## src/rtl/mem_port_arbiter_if.sv

```systemverilog
// Bundle of the fetch port, load/store port and memory_unit port that the
// arbiter joins together, plus its status flags.
interface mem_port_arbiter_if #(
    parameter int ADDR_W = 32,
    parameter int DATA_W = 32
);
    logic              i_req;
    logic [ADDR_W-1:0] i_addr;
    logic              i_ack;
    logic [DATA_W-1:0] i_rdata;

    logic              d_req;
    logic              d_we;
    logic [ADDR_W-1:0] d_addr;
    logic [DATA_W-1:0] d_wdata;
    logic              d_ack;
    logic [DATA_W-1:0] d_rdata;

    logic              mem_req;
    logic              mem_we;
    logic [ADDR_W-1:0] mem_addr;
    logic [DATA_W-1:0] mem_wdata;
    logic              mem_ack;
    logic [DATA_W-1:0] mem_rdata;

    logic              busy;
    logic              timeout_err;

    // Arbiter view.
    modport slave (
        input  i_req, i_addr, d_req, d_we, d_addr, d_wdata, mem_ack, mem_rdata,
        output i_ack, i_rdata, d_ack, d_rdata,
        output mem_req, mem_we, mem_addr, mem_wdata, busy, timeout_err
    );

    // Requesters plus memory view.
    modport master (
        output i_req, i_addr, d_req, d_we, d_addr, d_wdata, mem_ack, mem_rdata,
        input  i_ack, i_rdata, d_ack, d_rdata,
        input  mem_req, mem_we, mem_addr, mem_wdata, busy, timeout_err
    );
endinterface

```

## src/rtl/mem_port_arbiter.sv

```systemverilog
// Two-master (fetch / load-store) arbiter in front of memory_unit, 4-phase handshake with watchdog.
// Define ARB_RR_EN for round-robin arbitration; otherwise D has fixed priority over I.
module mem_port_arbiter #(
    parameter int ADDR_W         = 32,
    parameter int DATA_W         = 32,
    parameter int TIMEOUT_CYCLES = 0
) (
    input logic               clk,
    input logic               rst_n,
    mem_port_arbiter_if.slave bus
);
    typedef enum logic [1:0] {IDLE, REQ, DRAIN} state_t;

    localparam int CNT_W = (TIMEOUT_CYCLES > 1) ? $clog2(TIMEOUT_CYCLES) : 1;
    localparam logic [CNT_W-1:0] CNT_LAST =
        (TIMEOUT_CYCLES > 0) ? CNT_W'(TIMEOUT_CYCLES - 1) : '0;

    state_t            state_reg, state_next;
    logic              grant_d_reg, grant_d_next;
    logic              mem_req_reg, mem_req_next;
    logic              mem_we_reg, mem_we_next;
    logic [ADDR_W-1:0] mem_addr_reg, mem_addr_next;
    logic [DATA_W-1:0] mem_wdata_reg, mem_wdata_next;
    logic              i_ack_reg, i_ack_next;
    logic              d_ack_reg, d_ack_next;
    logic [DATA_W-1:0] i_rdata_reg, i_rdata_next;
    logic [DATA_W-1:0] d_rdata_reg, d_rdata_next;
    logic              timeout_err_reg, timeout_err_next;
    logic [CNT_W-1:0]  cnt_reg, cnt_next;
    logic              pick_d;
    logic              expired;
    logic [DATA_W-1:0] rdata_sel;

`ifdef ARB_RR_EN
    logic              last_d_reg, last_d_next;

    // On contention the port not granted last time wins.
    assign pick_d = bus.d_req && (!bus.i_req || !last_d_reg);

    always_ff @(posedge clk or negedge rst_n) begin
        if (!rst_n) last_d_reg <= 1'b0;
        else        last_d_reg <= last_d_next;
    end
`else
    assign pick_d = bus.d_req;
`endif

    always_ff @(posedge clk or negedge rst_n) begin
        if (!rst_n) begin
            state_reg       <= IDLE;
            grant_d_reg     <= 1'b0;
            mem_req_reg     <= 1'b0;
            mem_we_reg      <= 1'b0;
            mem_addr_reg    <= '0;
            mem_wdata_reg   <= '0;
            i_ack_reg       <= 1'b0;
            d_ack_reg       <= 1'b0;
            i_rdata_reg     <= '0;
            d_rdata_reg     <= '0;
            timeout_err_reg <= 1'b0;
            cnt_reg         <= '0;
        end else begin
            state_reg       <= state_next;
            grant_d_reg     <= grant_d_next;
            mem_req_reg     <= mem_req_next;
            mem_we_reg      <= mem_we_next;
            mem_addr_reg    <= mem_addr_next;
            mem_wdata_reg   <= mem_wdata_next;
            i_ack_reg       <= i_ack_next;
            d_ack_reg       <= d_ack_next;
            i_rdata_reg     <= i_rdata_next;
            d_rdata_reg     <= d_rdata_next;
            timeout_err_reg <= timeout_err_next;
            cnt_reg         <= cnt_next;
        end
    end

    always_comb begin
        state_next       = state_reg;
        grant_d_next     = grant_d_reg;
        mem_req_next     = mem_req_reg;
        mem_we_next      = mem_we_reg;
        mem_addr_next    = mem_addr_reg;
        mem_wdata_next   = mem_wdata_reg;
        i_ack_next       = 1'b0;
        d_ack_next       = 1'b0;
        i_rdata_next     = i_rdata_reg;
        d_rdata_next     = d_rdata_reg;
        timeout_err_next = timeout_err_reg;
        cnt_next         = cnt_reg;
        expired          = 1'b0;
        rdata_sel        = '0;
`ifdef ARB_RR_EN
        last_d_next      = last_d_reg;
`endif

        case (state_reg)
            IDLE: begin
                if (bus.d_req || bus.i_req) begin
                    state_next   = REQ;
                    grant_d_next = pick_d;
                    mem_req_next = 1'b1;
                    cnt_next     = '0;
`ifdef ARB_RR_EN
                    last_d_next  = pick_d;
`endif
                    if (pick_d) begin
                        mem_we_next    = bus.d_we;
                        mem_addr_next  = bus.d_addr;
                        mem_wdata_next = bus.d_wdata;
                    end else begin
                        mem_we_next    = 1'b0;
                        mem_addr_next  = bus.i_addr;
                        mem_wdata_next = '0;
                    end
                end
            end

            REQ: begin
                expired = (TIMEOUT_CYCLES > 0) && (cnt_reg == CNT_LAST);
                if (bus.mem_ack || expired) begin
                    // A real ack always beats a simultaneous watchdog expiry.
                    rdata_sel    = bus.mem_ack ? bus.mem_rdata : '0;
                    mem_req_next = 1'b0;
                    state_next   = DRAIN;
                    if (!bus.mem_ack) timeout_err_next = 1'b1;
                    if (grant_d_reg) begin
                        d_ack_next = 1'b1;
                        if (!mem_we_reg) d_rdata_next = rdata_sel;
                    end else begin
                        i_ack_next   = 1'b1;
                        i_rdata_next = rdata_sel;
                    end
                end else begin
                    cnt_next = cnt_reg + 1'b1;
                end
            end

            DRAIN: begin
                if (!bus.mem_ack) state_next = IDLE;
            end

            default: state_next = IDLE;
        endcase
    end

    assign bus.mem_req     = mem_req_reg;
    assign bus.mem_we      = mem_we_reg;
    assign bus.mem_addr    = mem_addr_reg;
    assign bus.mem_wdata   = mem_wdata_reg;
    assign bus.i_ack       = i_ack_reg;
    assign bus.i_rdata     = i_rdata_reg;
    assign bus.d_ack       = d_ack_reg;
    assign bus.d_rdata     = d_rdata_reg;
    assign bus.timeout_err = timeout_err_reg;
    assign bus.busy        = (state_reg != IDLE);
endmodule

```

## src/flat_wrapper.sv

```systemverilog
// flat-port wrapper written by rule: the top's interface ports become plain ports
module mem_port_arbiter_flat 
#(
    parameter int ADDR_W         = 32,
    parameter int DATA_W         = 32,
    parameter int TIMEOUT_CYCLES = 0
)
  (clk, rst_n, bus_i_req, bus_i_addr, bus_d_req, bus_d_we, bus_d_addr, bus_d_wdata, bus_mem_ack, bus_mem_rdata, bus_i_ack, bus_i_rdata, bus_d_ack, bus_d_rdata, bus_mem_req, bus_mem_we, bus_mem_addr, bus_mem_wdata, bus_busy, bus_timeout_err);
  mem_port_arbiter_if #(.ADDR_W(ADDR_W), .DATA_W(DATA_W)) bus_i ();
  input logic clk;
  input logic rst_n;
  input wire logic [$bits(bus_i.i_req)-1:0] bus_i_req;
  input wire logic [$bits(bus_i.i_addr)-1:0] bus_i_addr;
  input wire logic [$bits(bus_i.d_req)-1:0] bus_d_req;
  input wire logic [$bits(bus_i.d_we)-1:0] bus_d_we;
  input wire logic [$bits(bus_i.d_addr)-1:0] bus_d_addr;
  input wire logic [$bits(bus_i.d_wdata)-1:0] bus_d_wdata;
  input wire logic [$bits(bus_i.mem_ack)-1:0] bus_mem_ack;
  input wire logic [$bits(bus_i.mem_rdata)-1:0] bus_mem_rdata;
  output wire logic [$bits(bus_i.i_ack)-1:0] bus_i_ack;
  output wire logic [$bits(bus_i.i_rdata)-1:0] bus_i_rdata;
  output wire logic [$bits(bus_i.d_ack)-1:0] bus_d_ack;
  output wire logic [$bits(bus_i.d_rdata)-1:0] bus_d_rdata;
  output wire logic [$bits(bus_i.mem_req)-1:0] bus_mem_req;
  output wire logic [$bits(bus_i.mem_we)-1:0] bus_mem_we;
  output wire logic [$bits(bus_i.mem_addr)-1:0] bus_mem_addr;
  output wire logic [$bits(bus_i.mem_wdata)-1:0] bus_mem_wdata;
  output wire logic [$bits(bus_i.busy)-1:0] bus_busy;
  output wire logic [$bits(bus_i.timeout_err)-1:0] bus_timeout_err;
  assign bus_i.i_req = bus_i_req;
  assign bus_i.i_addr = bus_i_addr;
  assign bus_i.d_req = bus_d_req;
  assign bus_i.d_we = bus_d_we;
  assign bus_i.d_addr = bus_d_addr;
  assign bus_i.d_wdata = bus_d_wdata;
  assign bus_i.mem_ack = bus_mem_ack;
  assign bus_i.mem_rdata = bus_mem_rdata;
  assign bus_i_ack = bus_i.i_ack;
  assign bus_i_rdata = bus_i.i_rdata;
  assign bus_d_ack = bus_i.d_ack;
  assign bus_d_rdata = bus_i.d_rdata;
  assign bus_mem_req = bus_i.mem_req;
  assign bus_mem_we = bus_i.mem_we;
  assign bus_mem_addr = bus_i.mem_addr;
  assign bus_mem_wdata = bus_i.mem_wdata;
  assign bus_busy = bus_i.busy;
  assign bus_timeout_err = bus_i.timeout_err;
  mem_port_arbiter #(.ADDR_W(ADDR_W), .DATA_W(DATA_W), .TIMEOUT_CYCLES(TIMEOUT_CYCLES)) u_core (.clk(clk), .rst_n(rst_n), .bus(bus_i));
endmodule
```

## config.mk

```make
export PLATFORM = sky130hd
export DESIGN_NAME = mem_port_arbiter_flat
export DESIGN_NICKNAME = d
export VERILOG_FILES = /design/src/rtl/mem_port_arbiter_if.sv /design/src/rtl/mem_port_arbiter.sv /design/src/flat_wrapper.sv
export SDC_FILE = /design/constraint.sdc
export NUM_CORES = 1
export LEC_CHECK = 0
export CELL_PAD_IN_SITES_DETAIL_PLACEMENT = 1
export CELL_PAD_IN_SITES_GLOBAL_PLACEMENT = 1
export CORE_ASPECT_RATIO = 0.7
export CORE_UTILIZATION = 30
export CTS_BUF_LIST = sky130_fd_sc_hd__clkbuf_2
export DETAILED_ROUTE_END_ITERATION = 6
export MAX_ROUTING_LAYER = met4
export PLACE_DENSITY_LB_ADDON = 0.1
export SKIP_CTS_REPAIR_TIMING = 1
export SYNTH_ARGS = -nofsm -noshare
export SYNTH_HDL_FRONTEND = slang
export SYNTH_SLANG_ARGS = --single-unit
```

## constraint.sdc

```tcl
create_clock -name clk -period 1.4 [get_ports clk]
set_input_delay 0.28 -clock clk [delete_from_list [all_inputs] [get_ports clk]]
set_output_delay 0.28 -clock clk [all_outputs]
set_load 0.05 [all_outputs]
```

==> reports/qor.yml, run 1 <==
status:
  run_status: "complete, but fails checks"
  violations: "setup timing"
sta:
  tns_ns: -47.07
  finalCritPeriodShare: 1.324
  rsz0062_at_grt: "true"
  min_period_ns: 1.854
  clock.fmax_ghz: 0.5393
  hold_violations: 0
  maxSlewViolCount: 0
  setup_viol: 261
  worst_slack_ns: -0.4542
  fin_skew_ns: 0.03813
route:
  drtAntennaViolNets: 0
  drt_first_iter_violations: 126
  drcViolationCount: 0
  drtPass1Iterations: 4
  routed_via_density: 4.533
  avgRoutedWirePerCell_um: 19.85
  num_vias: 4116
  wirelength_um: 18020
critical_path:
  critPathTopFamily: "flip-flops"
  crit_type: "reg2out"
  cp_cell_sequence: "nor2_4, buf_6, inv_2, buf_6"
  rr_endpoint: "u_core.bus.i_rdata[1]"
  rrSetupSlack_ns: -0.32
  crit_path_end_kind: "output pin"
  critPathBufInv: 3
  r2r_start: "u_core.state_reg[0]"
  cp_data_required_time_ns: 1.12
  arrival_ns: 1.57
  cp_max_fo: 3
  crit_path_top_delay_cell: "dfrtp_1"
  start_kind: "flip-flop"
  critPathMostFrequentCell: "buf_6"
  r2r_cells: 7
  slowest_delay_ns: 0.47
place:
  place_hpwl_um: 12620
  gp_congestion: 0.7167
  dp_cells: 840
  portBuffers: 266
min_path:
  hold_depth: 2
  min_to: "u_core.bus.mem_wdata[2]"
  hold_start: "bus_d_wdata[2]"
  hp-class: "in2reg"
clocking:
  cts_tree: "yes"
  clock-sinks: 135
  cts_htree_levels: 4
  clk-insertion-delay-late_ns: 0.71
  numCtsBuffers: 17
  clockBufferDepth: 2
  path_clk_slew_ns: 0.22
  root_buffer: "clkbuf_2"
global_route:
  grt_first_pass_wirelength_um: 25900
  antenna_found_initial: 0
  grt_pass1_vias: 4537
  grt_max_degree: 46
  grt_overflow_total: 0
  grt_use_total: 0.1898
pwr:
  sw_frac_of_total: 0.4355
  internal-power_mw: 17.18
  power_frac_comb: 0.660
  max-vdd-ir-drop_mv: 1.493
  powerDensity_mw_per_mm2: 2847
  leakagePower_nw: 4.723
  p_seq_frac: 0.260
  p_sw_mw: 13.26
  power_frac_clock: 0.081
floorplan:
  core_area_mm2: 0.01801
  die_h_um: 115.3
  initial_core_util: 0.3055
  pin_count: 268
  die_w_um: 163.8
  dieArea_mm2: 0.01889
  rows: 41
logic_synthesis:
  yosys-top-cells-area: "dfrtp_1 (61%), mux2_2 (20%), mux2_4 (8.2%)"
  ys_warn_count: 0
  synth-seq-area-share: 0.6142
  yosysTopAreaCell: "dfrtp_1"
  synth.distinct_cells: 24
  synth_cells: 336
  synth_top_area_frac: 0.6142
  synth.avg_cell_area_um2: 16.37
  syn-cell-area_mm2: 0.005500
  ys_ff_latch: 135
  syn-num-nets: 470
cells_and_area:
  nets: 793
  syn2layout_area_growth_pct: 94.40
  drive_above_1_share: 0.5342
  stdcell_count: 908
  diodes: 0
  final.fill_count: 1635
run:
  drv_cap: 0
## worst max path at each step
| stage | endpoint | slack [ns] | cells after the start | from |
|---|---|---|---|---|
| 6_report | bus_busy | -0.45 | 4 | u_core.state_reg[0] |
| 5_1_grt | bus_busy | -0.60 | 4 | u_core.state_reg[0] |
| 4_1_cts | bus_busy | -0.79 | 4 | u_core.state_reg[0] |
| 3_5_place_dp | u_core.bus.d_rdata[22] | -0.56 | 5 | bus_mem_ack |
| 3_3_place_gp | u_core.bus.d_rdata[0] | -0.52 | 5 | bus_mem_ack |
| 2_1_floorplan | u_core.bus.d_rdata[10] | -0.05 | 5 | u_core.state_reg[1] |
## per-layer routing
metal  track usage  part of all wire
met5             -                 0
met4       0.05556             0.013
met3       0.07251             0.074
met2        0.2994              0.50
met1        0.2253              0.41
## cell usage after synthesis
library cell / number
o21ai_0: 1
a21o_1: 1
or2b_1: 1
a21boi_0: 1
nor2b_4: 1
and2_1: 1
nand2_1: 3
dfrtp_1: 135
buf_12: 3
a22o_1: 33
nor2_1: 1
mux2_4: 30
buf_4: 4
inv_1: 1
and4b_1: 1
nor2_2: 1
buf_2: 13
nand3b_1: 1
buf_6: 1
conb_1: 1
nand2b_1: 1
clkbuf_1: 2
mux2_2: 98
o21ai_1: 1
## power groups by stage
stage,Clock (mW),Combinational (mW),Sequential [mW]
detailed placement,0,19.1,7.97
floorplan,0,3.28,13.2
CTS,2.58,19.1,7.91
global route,2.71,20.8,8.17
global placement,0,18.8,7.85
finish,2.45,20.1,7.91
## layout by cell type (no fill, tap or decap), types with 2 or more instances in the layout
cell / synthesis / routed
buf_12: 3 / 144
dfrtp_1: 135 / 133
clkdlybuf4s50_1: 0 / 132
mux2_2: 98 / 93
mux2_4: 30 / 35
a22o_1: 33 / 33
buf_4: 4 / 27
clkbuf_2: 0 / 18
buf_6: 1 / 11
clkbuf_16: 0 / 8
nand2_1: 3 / 3
inv_6: 0 / 3
clkinv_2: 0 / 3
clkinv_4: 0 / 3
nor2_4: 0 / 2
bufinv_16: 0 / 2
buf_8: 0 / 2
dlygate4sd3_1: 0 / 2
dfrtp_2: 0 / 2
## stage by stage
stage	power [mW]	setup WS (ns)	area, um^2	util	hold WS [ns]
final	30.44	-0.4542	10690	0.5938	0.1723
after global placement	26.64	-0.5239	9946	0.5524	0.2456
after CTS	29.55	-0.7927	10190	0.5657	-0.6219
after detailed placement	27.02	-0.5555	9946	0.5524	0.2484
after floorplan	16.53	-0.05140	5513	-	-0.01559
after global routing	31.64	-0.5963	10690	0.5938	0.08025
## kinds of logic after synthesis
logic type	count (synthesis)	synth area share
compound gates	37	0.05710
buf+inv	24	0.03230
other cells	1	0.0006818
mux	128	0.2825
flops	135	0.6142
simple gates	11	0.01320
## layout make-up
cell class,instances,area [um^2],share of cell area
Inverter,1,3.754,0.0003510
Tap cell,236,295.3,0.02762
Clock inverter,14,150.1,0.01404
Timing Repair Buffer,327,4786,0.4476
Multi-Input combinational cell,177,1987,0.1858
Sequential cell,135,3381,0.3162
Clock buffer,18,90.09,0.008425
No activity file was read; power rests on OpenSTA's default activity.
==> run 2, diff against run 1 <==
--- a/config.mk
+++ b/config.mk
@@ -10,10 +10,10 @@
 export CORE_ASPECT_RATIO = 0.7
 export CORE_UTILIZATION = 30
 export CTS_BUF_LIST = sky130_fd_sc_hd__clkbuf_2
+export CTS_CLUSTER_SIZE = 28
 export DETAILED_ROUTE_END_ITERATION = 6
 export MAX_ROUTING_LAYER = met4
 export PLACE_DENSITY_LB_ADDON = 0.1
-export SKIP_CTS_REPAIR_TIMING = 1
 export SYNTH_ARGS = -nofsm -noshare
 export SYNTH_HDL_FRONTEND = slang
 export SYNTH_SLANG_ARGS = --single-unit
==> reports/qor.yml, run 2 (synthesis gave the netlist of run 1 again) <==
global_route:
  grt_first_pass_wirelength_um: 28550  # +10%
  globalRouteMet3Util: 0.07323  # +0.0007215
  top_usage_layer: "met2"
  antenna_found_initial: 0  # unchanged
  grt_use_total: 0.2122  # +0.02238
  met1_usage: 0.2510  # +0.02570
  grt_max_degree: 46  # unchanged
  grt_pass1_vias: 4843  # +6.7%
  grt_overflow_total: 0  # unchanged
  gr-usage-met2: 0.3452  # +0.04576
cells_and_area:
  layout_common_cells: "buf_12 (145), dfrtp_1 (134), clkdlybuf4s50_1 (132)"
  nets: 833  # +5.0%
  final_common_cell: "buf_12"
  final.fill_count: 1605  # -1.8%
  diodes: 0  # unchanged
  seq_area_mm2: 0.003379  # about the same
  multiInputGateArea_mm2: 0.002106  # +6.0%
  finish.utilization: 0.6268  # +0.03294
  syn2layout_area_growth_pct: 105.2
  drive_above_1_share: 0.5618  # +0.02757
pwr:
  power_frac_comb: 0.678  # +0.018
  max-vdd-ir-drop_mv: 1.580  # +5.8%
  internal-power_mw: 18.54  # +7.9%
  powerDensity_mw_per_mm2: 2857  # +0.37%
  p_sw_mw: 13.70  # +3.4%
  p_seq_frac: 0.246  # -0.014
  leakagePower_nw: 5.132  # +8.7%
  sw_frac_of_total: 0.4249  # -0.01060
  power_frac_clock: 0.076  # -0.005
clocking:
  path_clk_slew_ns: 0.23  # about the same
  cts_tree: "yes"
  clockBufferDepth: 2  # unchanged
  clk-insertion-delay-late_ns: 0.73  # +0.02 ns
  cts_htree_levels: 4  # unchanged
  clock-sinks: 135  # unchanged
  numCtsBuffers: 17  # unchanged
  root_buffer: "clkbuf_2"
floorplan:
  pin_count: 268  # unchanged
  dieArea_mm2: 0.01889  # unchanged
  die_h_um: 115.3  # unchanged
  core_area_mm2: 0.01801  # unchanged
  die_w_um: 163.8  # unchanged
  rows: 41  # unchanged
  initial_core_util: 0.3055  # unchanged
route:
  avgRoutedWirePerCell_um: 20.22  # +1.9%
  routed_via_density: 4.538  # +0.11%
  drtPass1Iterations: 4  # unchanged
  wirelength_um: 19170  # +6.4%
  drt_first_iter_violations: 126  # unchanged
  drcViolationCount: 0  # unchanged
  num_vias: 4302  # +4.5%
  drtAntennaViolNets: 0  # unchanged
place:
  portBuffers: 266  # unchanged
  gp_congestion: 0.7167  # unchanged
  place_hpwl_um: 12620  # unchanged
critical_path:
  cp_data_required_time_ns: 2.01  # +0.89 ns
  crit_path_end_kind: "flip-flop"
  start_kind: "flip-flop"
  arrival_ns: 2.44  # +0.87 ns
  crit_type: "reg2reg"
  rrSetupSlack_ns: -0.44  # -0.12 ns
  cp_max_fo: 4  # +1
sta:
  worst_slack_ns: -0.4354  # +0.01887 ns
  maxSlewViolCount: 0  # unchanged
  setup_viol: 265  # +1.5%
  fin_skew_ns: 0.05066  # +0.01253 ns
  min_period_ns: 1.835  # -0.01887 ns
  whs_ns: 0.1617  # -0.01068 ns
  rsz0062_at_grt: "true"
  clock.fmax_ghz: 0.5449  # +1.0%
  hold_violations: 0  # unchanged
  finalCritPeriodShare: 1.311  # -0.01348
  tns_ns: -69.68  # -22.61 ns
status:
  run_status: "complete, but fails checks"
  violations: "setup timing"
min_path:
  hp-class: "in2reg"
run:
  drv_cap: 0  # unchanged
-- run 2: per-stage QoR --
stage	setup slack (ns)	total power [mW]	area [um^2]	cells
2_1_floorplan	-0.05140	16.53	5513	336
3_3_place_gp	-0.5239	26.64	9946	840
3_5_place_dp	-0.5555	27.02	9946	840
4_1_cts	-0.5493	31.32	10890	922
5_1_grt	-0.5480	33.47	11290	948
6_report	-0.4354	32.25	11290	948
-- run 2: per-layer routing --
layer	vias up	wire length [um]
met5	-	0
met4	0	219
met3	14	1373
met2	157	9643
met1	2181	7935
li1	1950	-
-- run 2: final timing paths --
path / endpoint / startpoint / depth (start not counted)
min in group asynchronous: u_core.bus.i_rdata[18] / rst_n / 3
hold / removal: u_core.bus.mem_wdata[28] / bus_d_wdata[28] / 2
setup / recovery: u_core.bus.i_rdata[27] / u_core.state_reg[1] / 6
setup reg to reg: u_core.bus.i_rdata[27] / u_core.state_reg[1] / 6
max in group asynchronous: u_core.bus.d_rdata[3] / rst_n / 4
hold reg to reg: u_core.bus.mem_req / u_core.bus.mem_req / 2
-- run 2: worst max-delay path: stages (launching register included) --
cell and delay (ns):
dfrtp_1 0.45, buf_4 0.16, nand3b_1 0.21, nor2_4 0.24, buf_6 0.14, bufbuf_16 0.24
mux2_2 0.32
-- run 2: cell type report --
type / count / share of cell area
clock buffer: 18 / 0.007982
clock inverter: 14 / 0.01330
inverter: 1 / 0.0003326
multi-input combinational: 177 / 0.1866
sequential: 135 / 0.2994
tap: 236 / 0.02616
timing repair buffer: 367 / 0.4662
-- run 2: what timing repair did --
action	4_1_cts	5_1_grt
gates resized for setup	38	43
setup endpoints to repair	238	265
hold buffers	2	0
pin swaps	16	7
buffers inserted	38	27
endpoints found under the hold margin	135	0
cloned	10	3
-- run 2: power by group through the flow --
stage	Combinational, mW	Clock (mW)	Sequential [mW]
3_3_place_gp	18.8	0	7.85
5_1_grt	22.6	2.70	8.16
2_1_floorplan	3.28	0	13.2
6_report	21.9	2.45	7.92
3_5_place_dp	19.1	0	7.97
4_1_cts	20.9	2.58	7.88
==> run 3, diff against run 2 <==
--- a/config.mk
+++ b/config.mk
@@ -13,7 +13,8 @@
 export CTS_CLUSTER_SIZE = 28
 export DETAILED_ROUTE_END_ITERATION = 6
 export MAX_ROUTING_LAYER = met4
-export PLACE_DENSITY_LB_ADDON = 0.1
+export PLACE_DENSITY = 0.89
 export SYNTH_ARGS = -nofsm -noshare
 export SYNTH_HDL_FRONTEND = slang
 export SYNTH_SLANG_ARGS = --single-unit
+export TNS_END_PERCENT = 1
==> reports/qor.yml, run 3 (synthesis gave the netlist of run 1 again) <==
status:
  run_status: "complete, but fails checks"
  violations: "setup timing"
route:
  routed_via_density: 4.611  # +1.6%
  num_vias: 4035  # -6.2%
  drt_first_iter_violations: 117  # -7.1%
  avgRoutedWirePerCell_um: 20.47  # +1.2%
  wirelength_um: 17910  # -6.6%
  drcViolationCount: 0  # unchanged
  drtPass1Iterations: 4  # unchanged
  drtAntennaViolNets: 0  # unchanged
sta:
  fin_skew_ns: 0.04010  # -0.01056 ns
  setup_viol: 258  # -2.6%
  rsz0062_at_grt: "true"
  finalCritPeriodShare: 1.383  # +0.07201
  clock.fmax_ghz: 0.5165  # -5.2%
  min_period_ns: 1.936  # +0.1008 ns
  hold_violations: 0  # unchanged
  tns_ns: -46.13  # +23.55 ns
  worst_slack_ns: -0.5362  # -0.1008 ns
  maxSlewViolCount: 0  # unchanged
clocking:
  clockBufferDepth: 2  # unchanged
  cts_tree: "yes"
  root_buffer: "clkbuf_2"
  numCtsBuffers: 17  # unchanged
  path_clk_slew_ns: 0.22  # about the same
  clk-insertion-delay-late_ns: 0.72  # about the same
  cts_htree_levels: 4  # unchanged
  clock-sinks: 135  # unchanged
critical_path:
  arrival_ns: 1.66  # -0.78 ns
  start_kind: "flip-flop"
  critPathLaunch: "u_core.state_reg[1]"
  critPathMostFrequentCell: "buf_6"
  cp_cell_sequence: "nor2_1, buf_4, buf_6, inv_2, buf_6"
  slowest_delay_ns: 0.43  # -0.02 ns
  critPathBufInv: 4  # +1
  crit_path_top_delay_cell: "dfrtp_1"
  crit_path_end_kind: "output pin"
  crit_type: "reg2out"
  cp_max_fo: 3  # -1
  cp_data_required_time_ns: 1.12  # -0.89 ns
  critPathTopFamily: "flip-flops"
  r2r_start: "u_core.state_reg[1]"
floorplan:
  rows: 41  # unchanged
  initial_core_util: 0.3055  # unchanged
  die_w_um: 163.8  # unchanged
  core_area_mm2: 0.01801  # unchanged
  pin_count: 268  # unchanged
  die_h_um: 115.3  # unchanged
  dieArea_mm2: 0.01889  # unchanged
place:
  place_hpwl_um: 13930  # +10%
  portBuffers: 266  # unchanged
  gp_congestion: 0.7604  # +6.1%
pwr:
  leakagePower_nw: 4.462  # -13%
  powerDensity_mw_per_mm2: 2901  # +1.5%
  max-vdd-ir-drop_mv: 1.644  # +4.1%
cells_and_area:
  layout_common_cells: "buf_12 (140), clkdlybuf4s50_1 (132), dfrtp_1 (131)"
  syn2layout_area_growth_pct: 85.97
  final.fill_count: 1669  # +4.0%
  finish.utilization: 0.5681  # -0.05872
  drive_above_1_share: 0.5125  # -0.04926
  nets: 759  # -8.9%
  final_common_cell: "buf_12"
global_route:
  antenna_found_initial: 1  # +1
  grt_overflow_total: 0  # unchanged
  grt_max_degree: 51  # +11%
  grt_use_total: 0.2032  # -0.009053
  grt_pass1_vias: 4740  # -2.1%
  grt_first_pass_wirelength_um: 27340  # -4.2%
min_path:
  hold_start: "bus_d_wdata[16]"
  hp-class: "in2reg"
run:
  drv_cap: 0  # unchanged
## run 3: cell count changes in the layout (fill, tap and decap cells not counted), sizes merged
cell      before  now
inv            5    7
bufbuf         3    0
clkbuf        21   18
clkinvlp       1    4
clkinv         7    2
buf          227  159
diode          0    1
## run 3: worst paths after layout
| path | endpoint | slack (ns) | depth (start not counted) |
|---|---|---|---|
| setup / recovery | bus_busy | -0.54 | 5 |
| hold / removal | u_core.bus.mem_wdata[16] | 0.15 | 2 |
| setup reg to reg | u_core.bus.d_rdata[0] | -0.31 | 5 |
| hold reg to reg | u_core.bus.i_rdata[14] | 0.60 | 1 |
| max in group asynchronous | u_core.bus.d_rdata[7] | 0.45 | 4 |
| min in group asynchronous | u_core.bus.i_ack | 0.62 | 4 |
## run 3: layout make-up
class | count | area (um^2) | area share
multi-input combinational | 177 | 1976 | 0.1931
inverter | 1 | 3.754 | 0.0003670
sequential | 135 | 3383 | 0.3308
antenna | 1 | 2.502 | 0.0002446
clock buffer | 18 | 90.09 | 0.008807
timing repair buffer | 293 | 4313 | 0.4217
clock inverter | 14 | 165.2 | 0.01615
tap | 236 | 295.3 | 0.02887
## run 3: worst register-to-register path: cells and delay by family, from the launching register on
family | cells | cell delay (ns)
DFF | 1 | 0.43
buffers and inverters | 2 | 0.37
and+or+nand+nor | 2 | 0.47
muxes | 1 | 0.37
## run 3: per-stage QoR
| stage | cells | setup WS [ns] | total power, mW | hold slack (ns) | area, um^2 |
|---|---|---|---|---|---|
| 6_report | 875 | -0.5362 | 29.67 | 0.1488 | 10230 |
| 5_1_grt | 875 | -0.6922 | 30.80 | 0.04135 | 10230 |
| 4_1_cts | 874 | -0.6672 | 29.97 | 0.03318 | 10210 |
| 3_5_place_dp | 835 | -0.5584 | 27.20 | 0.1873 | 9858 |
| 3_3_place_gp | 835 | -0.5028 | 26.52 | 0.1742 | 9858 |
| 2_1_floorplan | 336 | -0.05140 | 16.51 | -0.01559 | 5500 |
## run 3: power breakdown
group,internal (mW),switching [mW]
Combinational,9.87,9.33
Sequential,5.78,2.19
Clock,0.875,1.63
Total,16.5,13.1
## run 3: timing repair
item,in CTS,in global routing
setup endpoints to repair,261,264
endpoints found under the hold margin,135,0
pin swaps,31,1
buffers inserted,4,0
gates resized for setup,9,7
hold buffers,3,0
## run 3: layer usage
| metal | GRT usage | vias up | part of all wire |
|---|---|---|---|
| li1 | - | 1793 | - |
| met4 | 0.07531 | 0 | 0.023 |
| met5 | - | - | 0 |
| met3 | 0.06277 | 32 | 0.068 |
| met1 | 0.2332 | 2019 | 0.40 |
| met2 | 0.3345 | 191 | 0.51 |
